<file path="config.mk">
export PLATFORM = sky130hd
export DESIGN_NAME = uart_fifo_io
export DESIGN_NICKNAME = d
export VERILOG_FILES = /design/src/rtl/uart_fifo_io_pkg.sv /design/src/rtl/uart_fifo_io_fifo.sv /design/src/rtl/uart_fifo_io.sv
export SDC_FILE = /design/constraint.sdc
export NUM_CORES = 1
export LEC_CHECK = 0
export CAP_MARGIN = 20
export CELL_PAD_IN_SITES_DETAIL_PLACEMENT = 2
export CELL_PAD_IN_SITES_GLOBAL_PLACEMENT = 2
export CORE_MARGIN = 5
export CORE_UTILIZATION = 50
export DETAILED_ROUTE_END_ITERATION = 8
export PLACE_DENSITY_LB_ADDON = 0.1
export SLEW_MARGIN = 25
export SYNTH_ARGS = -nofsm -noshare
export SYNTH_HDL_FRONTEND = slang
export SYNTH_SLANG_ARGS = --single-unit
</file>
<file path="constraint.sdc">
create_clock -name clk -period 10.12 [get_ports clk]
set_clock_uncertainty 0.1 [all_clocks]
set_input_delay 1.518 -clock clk [delete_from_list [all_inputs] [get_ports clk]]
set_output_delay 1.518 -clock clk [all_outputs]
set_load 0.1 [all_outputs]
</file>
<file path="src/rtl/uart_fifo_io_pkg.sv">
// uart_fifo_io_pkg
// Shared definitions for the bus-mapped UART: register addresses on the
// 3-bit CPU address bus, bit positions inside the status register and the
// state encodings of the transmit and receive bit engines.
package uart_fifo_io_pkg;

    // Register addresses
    localparam logic [2:0] REG_DATA     = 3'd0;
    localparam logic [2:0] REG_STATUS   = 3'd1;
    localparam logic [2:0] REG_PRE_HI   = 3'd2;
    localparam logic [2:0] REG_PRE_LO   = 3'd3;
    localparam logic [2:0] REG_RX_COUNT = 3'd4;
    localparam logic [2:0] REG_TX_COUNT = 3'd5;
    localparam logic [2:0] REG_RX_THR   = 3'd6;
    localparam logic [2:0] REG_ZERO     = 3'd7;

    // Status register bit positions
    localparam int ST_RNE = 0;
    localparam int ST_RFE = 1;
    localparam int ST_ROE = 2;
    localparam int ST_TXF = 3;
    localparam int ST_RIE = 4;
    localparam int ST_TIE = 5;
    localparam int ST_RIQ = 6;
    localparam int ST_TIQ = 7;

    typedef enum logic [1:0] {
        TX_IDLE  = 2'd0,
        TX_START = 2'd1,
        TX_DATA  = 2'd2,
        TX_STOP  = 2'd3
    } tx_state_t;

    typedef enum logic [1:0] {
        RX_IDLE  = 2'd0,
        RX_START = 2'd1,
        RX_DATA  = 2'd2,
        RX_STOP  = 2'd3
    } rx_state_t;

endpackage

</file>
<file path="src/rtl/uart_fifo_io_fifo.sv">
// uart_sync_fifo
// Single-clock FIFO used for both the RX and TX queues of uart_fifo_io.
// Ports:
//   clk, rst          system clock, asynchronous active-high reset
//   push, push_data   write request and data (dropped when full unless a
//                     pop happens in the same cycle)
//   pop               read request (ignored when empty)
//   head_data         current head entry, combinational
//   full, empty       occupancy flags
//   count             number of entries, one bit wider than the pointers so
//                     that a completely full FIFO is representable
module uart_sync_fifo #(
    parameter int WIDTH = 8,
    parameter int DEPTH = 16
) (
    input  logic                     clk,
    input  logic                     rst,
    input  logic                     push,
    input  logic [WIDTH-1:0]         push_data,
    input  logic                     pop,
    output logic [WIDTH-1:0]         head_data,
    output logic                     full,
    output logic                     empty,
    output logic [$clog2(DEPTH):0]   count
);

    localparam int AW = (DEPTH > 1) ? $clog2(DEPTH) : 1;
    localparam int CW = $clog2(DEPTH) + 1;

    logic [WIDTH-1:0] mem [DEPTH];
    logic [AW-1:0]    wr_ptr;
    logic [AW-1:0]    rd_ptr;
    logic             push_ok;
    logic             pop_ok;

    assign empty     = (count == '0);
    assign full      = (count == CW'(DEPTH));
    assign pop_ok    = pop & ~empty;
    // A pop in the same cycle frees a slot, so a push into a full FIFO is
    // still accepted then.
    assign push_ok   = push & (~full | pop_ok);
    assign head_data = mem[rd_ptr];

    // Storage array; no reset needed since occupancy is tracked by count
    always_ff @(posedge clk) begin
        if (push_ok) begin
            mem[wr_ptr] <= push_data;
        end
    end

    // Pointers wrap naturally because DEPTH is a power of two
    always_ff @(posedge clk or posedge rst) begin
        if (rst) begin
            wr_ptr <= '0;
            rd_ptr <= '0;
            count  <= '0;
        end else begin
            if (push_ok) begin
                wr_ptr <= wr_ptr + AW'(1);
            end
            if (pop_ok) begin
                rd_ptr <= rd_ptr + AW'(1);
            end
            case ({push_ok, pop_ok})
                2'b10:   count <= count + CW'(1);
                2'b01:   count <= count - CW'(1);
                default: count <= count;
            endcase
        end
    end

endmodule

</file>
<file path="src/rtl/uart_fifo_io.sv">
// uart_fifo_io
// Bus-mapped UART with RX/TX FIFOs and its own bit engines running on clk.
// Ports:
//   clk, rst   system clock, asynchronous active-high reset
//   AD, DI     register address and write data
//   DO         registered read data, valid the cycle after cs & rw
//   rw, cs     1 = read / 0 = write, one-cycle access strobe
//   irq        registered level interrupt (RIQ | TIQ)
//   rxd        asynchronous serial input
//   txd        serial output, idle high
module uart_fifo_io
    import uart_fifo_io_pkg::*;
#(
    parameter int          FIFO_DEPTH   = 16,
    parameter int          DATA_BITS    = 8,
    parameter int          STOP_BITS    = 1,
    parameter logic [15:0] PRESCALE_RST = 16'd0
) (
    input  logic       clk,
    input  logic       rst,
    input  logic [2:0] AD,
    input  logic [7:0] DI,
    output logic [7:0] DO,
    input  logic       rw,
    input  logic       cs,
    output logic       irq,
    input  logic       rxd,
    output logic       txd
);

    localparam int         CW        = $clog2(FIFO_DEPTH) + 1;
    localparam logic [2:0] LAST_DATA = 3'(DATA_BITS - 1);
    localparam logic [2:0] LAST_STOP = 3'(STOP_BITS - 1);

    logic                 rd_en, wr_en;
    logic [7:0]           rd_data;
    logic [15:0]          prescaler;
    logic [7:0]           rx_thr;
    logic [8:0]           thr_eff;
    logic                 tie, rie, roe, rfe;
    logic                 riq, tiq;

    logic                 tx_push, tx_pop, tx_full, tx_empty;
    logic [DATA_BITS-1:0] tx_head;
    logic [CW-1:0]        tx_count;
    logic                 rx_push, rx_pop, rx_full, rx_empty;
    logic [DATA_BITS-1:0] rx_head;
    logic [CW-1:0]        rx_count;

    tx_state_t            tx_state, tx_state_n;
    logic [15:0]          tx_cnt, tx_cnt_n;
    logic [2:0]           tx_bits, tx_bits_n;
    logic [DATA_BITS-1:0] tx_shift, tx_shift_n;
    logic                 txd_n, tx_bit_done;

    rx_state_t            rx_state, rx_state_n;
    logic [15:0]          rx_cnt, rx_cnt_n;
    logic [2:0]           rx_bits, rx_bits_n;
    logic [DATA_BITS-1:0] rx_shift, rx_shift_n;
    logic                 rx_armed, rx_armed_n;
    logic                 rx_meta, rx_sync, rx_bit_done;
    logic [16:0]          rx_half;
    logic                 roe_set, rfe_set;

    assign rd_en   = cs & rw;
    assign wr_en   = cs & ~rw;
    assign tx_push = wr_en & (AD == REG_DATA);
    assign rx_pop  = rd_en & (AD == REG_DATA) & ~rx_empty;

    uart_sync_fifo #(.WIDTH(DATA_BITS), .DEPTH(FIFO_DEPTH)) u_tx_fifo (
        .clk       (clk),
        .rst       (rst),
        .push      (tx_push),
        .push_data (DI[DATA_BITS-1:0]),
        .pop       (tx_pop),
        .head_data (tx_head),
        .full      (tx_full),
        .empty     (tx_empty),
        .count     (tx_count)
    );

    uart_sync_fifo #(.WIDTH(DATA_BITS), .DEPTH(FIFO_DEPTH)) u_rx_fifo (
        .clk       (clk),
        .rst       (rst),
        .push      (rx_push),
        .push_data (rx_shift),
        .pop       (rx_pop),
        .head_data (rx_head),
        .full      (rx_full),
        .empty     (rx_empty),
        .count     (rx_count)
    );

    // A threshold of zero would fire with an empty FIFO, so it acts as one
    assign thr_eff = (rx_thr == 8'd0) ? 9'd1 : {1'b0, rx_thr};
    assign riq     = rie & (16'(rx_count) >= 16'(thr_eff));
    assign tiq     = tie & tx_empty & (tx_state == TX_IDLE);

    // Read data mux; registered into DO only on a read strobe
    always_comb begin
        rd_data = 8'd0;
        case (AD)
            REG_DATA: begin
                if (!rx_empty) begin
                    rd_data = 8'(rx_head);
                end
            end
            REG_STATUS: begin
                rd_data[ST_TIQ] = tiq;
                rd_data[ST_RIQ] = riq;
                rd_data[ST_TIE] = tie;
                rd_data[ST_RIE] = rie;
                rd_data[ST_TXF] = tx_full;
                rd_data[ST_ROE] = roe;
                rd_data[ST_RFE] = rfe;
                rd_data[ST_RNE] = ~rx_empty;
            end
            REG_PRE_HI:   rd_data = prescaler[15:8];
            REG_PRE_LO:   rd_data = prescaler[7:0];
            REG_RX_COUNT: rd_data = 8'(rx_count);
            REG_TX_COUNT: rd_data = 8'(tx_count);
            REG_RX_THR:   rd_data = rx_thr;
            default:      rd_data = 8'd0;
        endcase
    end

    // CPU-visible control registers, read-data register and irq register
    always_ff @(posedge clk or posedge rst) begin
        if (rst) begin
            prescaler <= PRESCALE_RST;
            rx_thr    <= 8'd1;
            tie       <= 1'b0;
            rie       <= 1'b0;
            DO        <= 8'd0;
            irq       <= 1'b0;
        end else begin
            irq <= riq | tiq;
            if (rd_en) begin
                DO <= rd_data;
            end
            if (wr_en) begin
                case (AD)
                    REG_STATUS: begin
                        tie <= DI[5];
                        rie <= DI[4];
                    end
                    REG_PRE_HI: prescaler[15:8] <= DI;
                    REG_PRE_LO: prescaler[7:0]  <= DI;
                    REG_RX_THR: rx_thr          <= DI;
                    default: ;
                endcase
            end
        end
    end

    // Sticky error flags: an engine set beats a CPU clear in the same cycle
    always_ff @(posedge clk or posedge rst) begin
        if (rst) begin
            roe <= 1'b0;
            rfe <= 1'b0;
        end else begin
            if (roe_set) begin
                roe <= 1'b1;
            end else if (wr_en && (AD == REG_STATUS) && DI[2]) begin
                roe <= 1'b0;
            end
            if (rfe_set) begin
                rfe <= 1'b1;
            end else if (wr_en && (AD == REG_STATUS) && DI[1]) begin
                rfe <= 1'b0;
            end
        end
    end

    // ---------------- Transmit engine ----------------
    // ">=" rather than "==" so shrinking the prescaler mid-bit cannot hang
    assign tx_bit_done = (tx_cnt >= prescaler);

    // TX state register; txd is registered and returns high on reset
    always_ff @(posedge clk or posedge rst) begin
        if (rst) begin
            tx_state <= TX_IDLE;
            tx_cnt   <= 16'd0;
            tx_bits  <= 3'd0;
            tx_shift <= '0;
            txd      <= 1'b1;
        end else begin
            tx_state <= tx_state_n;
            tx_cnt   <= tx_cnt_n;
            tx_bits  <= tx_bits_n;
            tx_shift <= tx_shift_n;
            txd      <= txd_n;
        end
    end

    // TX next state; the end of the last stop bit fetches the next byte
    // directly so back-to-back frames have no idle gap
    always_comb begin
        tx_state_n = tx_state;
        tx_cnt_n   = tx_cnt + 16'd1;
        tx_bits_n  = tx_bits;
        tx_shift_n = tx_shift;
        tx_pop     = 1'b0;
        case (tx_state)
            TX_IDLE: begin
                tx_cnt_n = 16'd0;
                if (!tx_empty) begin
                    tx_pop     = 1'b1;
                    tx_shift_n = tx_head;
                    tx_state_n = TX_START;
                end
            end
            TX_START: begin
                if (tx_bit_done) begin
                    tx_cnt_n   = 16'd0;
                    tx_bits_n  = 3'd0;
                    tx_state_n = TX_DATA;
                end
            end
            TX_DATA: begin
                if (tx_bit_done) begin
                    tx_cnt_n   = 16'd0;
                    tx_shift_n = tx_shift >> 1;
                    if (tx_bits == LAST_DATA) begin
                        tx_bits_n  = 3'd0;
                        tx_state_n = TX_STOP;
                    end else begin
                        tx_bits_n = tx_bits + 3'd1;
                    end
                end
            end
            TX_STOP: begin
                if (tx_bit_done) begin
                    tx_cnt_n = 16'd0;
                    if (tx_bits == LAST_STOP) begin
                        tx_bits_n = 3'd0;
                        if (!tx_empty) begin
                            tx_pop     = 1'b1;
                            tx_shift_n = tx_head;
                            tx_state_n = TX_START;
                        end else begin
                            tx_state_n = TX_IDLE;
                        end
                    end else begin
                        tx_bits_n = tx_bits + 3'd1;
                    end
                end
            end
            default: tx_state_n = TX_IDLE;
        endcase
        case (tx_state_n)
            TX_START: txd_n = 1'b0;
            TX_DATA:  txd_n = tx_shift_n[0];
            default:  txd_n = 1'b1;
        endcase
    end

    // ---------------- Receive engine ----------------
    assign rx_bit_done = (rx_cnt >= prescaler);
    assign rx_half     = (17'(prescaler) + 17'd1) >> 1;

    // Two-flop synchroniser for the asynchronous serial input
    always_ff @(posedge clk or posedge rst) begin
        if (rst) begin
            rx_meta <= 1'b1;
            rx_sync <= 1'b1;
        end else begin
            rx_meta <= rxd;
            rx_sync <= rx_meta;
        end
    end

    // RX state register
    always_ff @(posedge clk or posedge rst) begin
        if (rst) begin
            rx_state <= RX_IDLE;
            rx_cnt   <= 16'd0;
            rx_bits  <= 3'd0;
            rx_shift <= '0;
            rx_armed <= 1'b0;
        end else begin
            rx_state <= rx_state_n;
            rx_cnt   <= rx_cnt_n;
            rx_bits  <= rx_bits_n;
            rx_shift <= rx_shift_n;
            rx_armed <= rx_armed_n;
        end
    end

    // RX next state; IDLE only re-arms after seeing the line high, so a
    // frame ending on a low stop bit cannot immediately retrigger
    always_comb begin
        rx_state_n = rx_state;
        rx_cnt_n   = rx_cnt + 16'd1;
        rx_bits_n  = rx_bits;
        rx_shift_n = rx_shift;
        rx_armed_n = rx_armed;
        rx_push    = 1'b0;
        roe_set    = 1'b0;
        rfe_set    = 1'b0;
        case (rx_state)
            RX_IDLE: begin
                rx_cnt_n = 16'd0;
                if (!rx_armed) begin
                    if (rx_sync) begin
                        rx_armed_n = 1'b1;
                    end
                end else if (!rx_sync) begin
                    rx_armed_n = 1'b0;
                    rx_state_n = RX_START;
                end
            end
            RX_START: begin
                if ((17'(rx_cnt) + 17'd1) >= rx_half) begin
                    rx_cnt_n   = 16'd0;
                    rx_bits_n  = 3'd0;
                    rx_state_n = rx_sync ? RX_IDLE : RX_DATA;
                end
            end
            RX_DATA: begin
                if (rx_bit_done) begin
                    rx_cnt_n   = 16'd0;
                    rx_shift_n = {rx_sync, rx_shift[DATA_BITS-1:1]};
                    if (rx_bits == LAST_DATA) begin
                        rx_bits_n  = 3'd0;
                        rx_state_n = RX_STOP;
                    end else begin
                        rx_bits_n = rx_bits + 3'd1;
                    end
                end
            end
            RX_STOP: begin
                if (rx_bit_done) begin
                    rx_cnt_n   = 16'd0;
                    rx_state_n = RX_IDLE;
                    if (rx_sync) begin
                        rx_push = 1'b1;
                        roe_set = rx_full & ~rx_pop;
                    end else begin
                        rfe_set = 1'b1;
                    end
                end
            end
            default: rx_state_n = RX_IDLE;
        endcase
    end

endmodule

</file>
==> impl_metrics.py <==
metrics = {
    "clock_network": {
        "cts_resized": 0,
        "h-tree-depth": 2,
        "clock_latency_ps": 580,
        "postCtsSetupBuffers": 0,
        "cts_made_buffers": 42,
        "cts_tree": "built",
        "clk_path_buf_depth": 3,
        "path_clk_slew_ps": 60,
        "cts_sinks": 381,
        "cts_hold_buf": 0,
        "cts-root-buf": "clkbuf_16",
    },
    "grt": {
        "grt_pass1_vias": 12497,
        "antenna_found_initial": 0,
        "grtUsageTotal_pct": 29.1,
        "grt_pass1_wl_um": 84200,
        "grt.overflow.total": 0,
        "grt_max_degree": 68,
    },
    "power": {
        "powerDensity_nw_per_um2": 244,
        "ir_drop_uv": 170,
        "leakagePower_uw": 0.00765,
        "switching_power_uw": 1630,
        "seqPwrFrac_pct": 40.8,
        "combPwrFrac_pct": 27.2,
        "p_clk_share_pct": 31.9,
        "switching_share_pct": 33.4,
        "internal-power_uw": 3250,
    },
    "cells_and_area": {
        "antenna_cells": 0,
        "final_common_cell": "edfxtp_1",
        "syn2layout_area_growth_pct": 12.3,
        "final_util_pct": 56.5,
        "nets": 1371,
        "drive_gt1_share_pct": 17.3,
        "final_cell_mix": "256 x edfxtp_1, 119 x dfrtp_1, 83 x nand2_1",
    },
    "sta": {
        "relSlewSlack_pct": 27.1,
        "drv_slew": 0,
        "finalHoldViolations": 0,
        "fin_crit_sh_pct": 52.0,
        "tightest_slew_ps": 1090,
        "setup_violations": 0,
        "rsz0062_at_grt": "false",
        "fin_tns_setup_ps": 0,
        "max_freq_ghz": 0.190,
        "fin_crit_ps": 5260,
    },
    "worst_setup_path": {
        "cp.arrival_ps": 5560,
        "crit_fanout": 20,
        "worstPathRequired_ps": 10430,
        "startpoint_type": "input port",
        "crit_type": "input port to register",
        "crit_path_end_kind": "register",
    },
    "route": {
        "post_drt_wl_per_cell_um": 31.4,
        "ant_nets": 0,
        "drt_iter0_drc": 807,
        "viasPerCell": 6.29,
        "routed_wl_um": 55500,
        "remaining_drc_errors": 0,
        "dr.pass1.iters": 4,
        "vias": 11102,
    },
    "floorplanning": {
        "start_util_pct": 50.3,
        "die_w_um": 199,
        "die_h_um": 199,
        "pin_count": 26,
        "core_um2": 35300,
        "num_rows": 69,
        "die-area_um2": 39400,
    },
    "min_path": {
        "min_path_type": "register to register",
    },
    "placed_design": {
        "gp_congestion": 0.810,
        "port_buffers": 25,
        "dp_hpwl_um": 37100,
    },
    "yosys": {
        "synth_nets": 1335,
        "synth_warnings": 0,
        "synth_fa_ha_area_share_pct": 6.00,
        "synth_top_family_by_area": "multiplexers",
        "yosysSeqAreaShare_pct": 60.9,
        "synth_xor_xnor_area_share_pct": 2.91,
        "synth_area_per_cell_um2": 14.4,
        "ys_types": 67,
        "synthSimpleGateAreaFrac_pct": 8.70,
        "synth_compound_area_share_pct": 6.28,
        "synthCells": 1235,
        "muxShareOfSynthArea_pct": 12.7,
        "synthArstFlopShare_pct": 32.8,
        "synth_edf_count": 256,
        "netlist_area_um2": 17800,
        "ys.flop_type": "edfxtp_1",
        "ys_seq_elements": 381,
    },
    "run": {
        "drv_cap": 0,
    },
    "run_status": {
        "outcome": "completed",
    },
}
[critical path, cell delays in order]
cell and delay (ps):
clkdlybuf4s50_1 780, nor3_1 400, o21ai_0 230, nor2_1 780
nand2b_1 370, inv_1 230, ha_1 270, a21o_1 200
a21oi_1 190, xnor2_1 120, mux2_2 280, nand2_1 70
o21ai_0 110
[state kept, by name, summed over array words and instances (netlist names), 5 cells and up, named ones only]
| register | cells |
|---|---|
| prescaler | 16 |
| u_tx_fifo.mem | 128 |
| rx_shift | 8 |
| u_rx_fifo.mem | 128 |
| u_rx_fifo.count | 5 |
| rx_cnt | 16 |
| rx_thr | 8 |
| u_tx_fifo.count | 5 |
| tx_cnt | 16 |
| DO | 8 |
| tx_shift | 8 |
[cell usage after synthesis, types with 17 or more instances]
master    count  area (um2)
edfxtp_1    256        7690
dfrtp_1     121        3030
nand2_1      83         312
ha_1         82        1030
mux4_2       80        1800
nor2_1       73         274
inv_1        65         244
o21ai_0      50         250
xnor2_1      40         350
a21oi_1      39         195
nand3_1      37         185
mux2_2       33         372
clkbuf_1     26        97.6
nor2b_1      20         125
xor2_1       19         166
a21o_1       17         128
[stage by stage]
stage          hold slack (ps)  area (um2)  setup WS (ps)  cells  total power [uW]
2_1_floorplan              245       17800           5180   1235              2850
3_3_place_gp               260       18600           4630   1688              3190
3_5_place_dp               263       18600           4320   1688              3300
4_1_cts                    275       19900           4920   1766              4900
5_1_grt                    272       20000           4660   1766              5080
6_report                   268       20000           4860   1766              4880
[cells by family after synthesis]
| kind of cell | Yosys count |
|---|---|
| DFF | 381 |
| and+or+nand+nor | 307 |
| AOI/OAI and AO/OA | 170 |
| muxes | 121 |
| buffers and inverters | 113 |
| adders and majority gates | 84 |
| xor gates and xnor gates | 59 |
[worst paths after layout]
kind / startpoint / endpoint / slack [ps] / cells past startpoint
min in group asynchronous: rst / tx_bits[0]$_DFFE_PP0P_ / 1300 / 2
setup reg to reg: prescaler[2]$_DFFE_PP0P_ / u_tx_fifo.count[4]$_DFFE_PP0P_ / 5520 / 14
setup / recovery: AD[0] / u_rx_fifo.count[3]$_DFFE_PP0P_ / 4860 / 13
hold reg to reg: rx_meta$_DFF_PP1_ / rx_sync$_DFF_PP1_ / 270 / 0
hold / removal: rx_meta$_DFF_PP1_ / rx_sync$_DFF_PP1_ / 270 / 0
max in group asynchronous: rst / u_rx_fifo.rd_ptr[0]$_DFFE_PP0P_ / 7170 / 3
[area by class of cell]
type	instances	area (um2)
fillers	3114	15300
flip-flops and latches	381	10800
multi-input cells	741	6590
clock buffers	57	1190
well taps	461	577
repair buffers	40	353
inverters	65	249
clock inverters	21	175
[power by group through the flow]
| stage | clock [uW] | combinational (uW) | sequential, uW |
|---|---|---|---|
| floorplan | 0 | 914 | 1940 |
| global placement | 0 | 1190 | 1990 |
| detailed placement | 0 | 1290 | 2010 |
| CTS | 1580 | 1330 | 1980 |
| global route | 1660 | 1410 | 2010 |
| finish | 1560 | 1330 | 1990 |
[metal layers]
| metal | wire, um | global-route usage (%) |
|---|---|---|
| met1 | 23000 | 38.0 |
| met2 | 27900 | 49.4 |
| met3 | 2370 | 5.05 |
| met4 | 2230 | 10.7 |
| met5 | 0 | 0 |
Note: power is estimated with default switching activity, not from simulation.
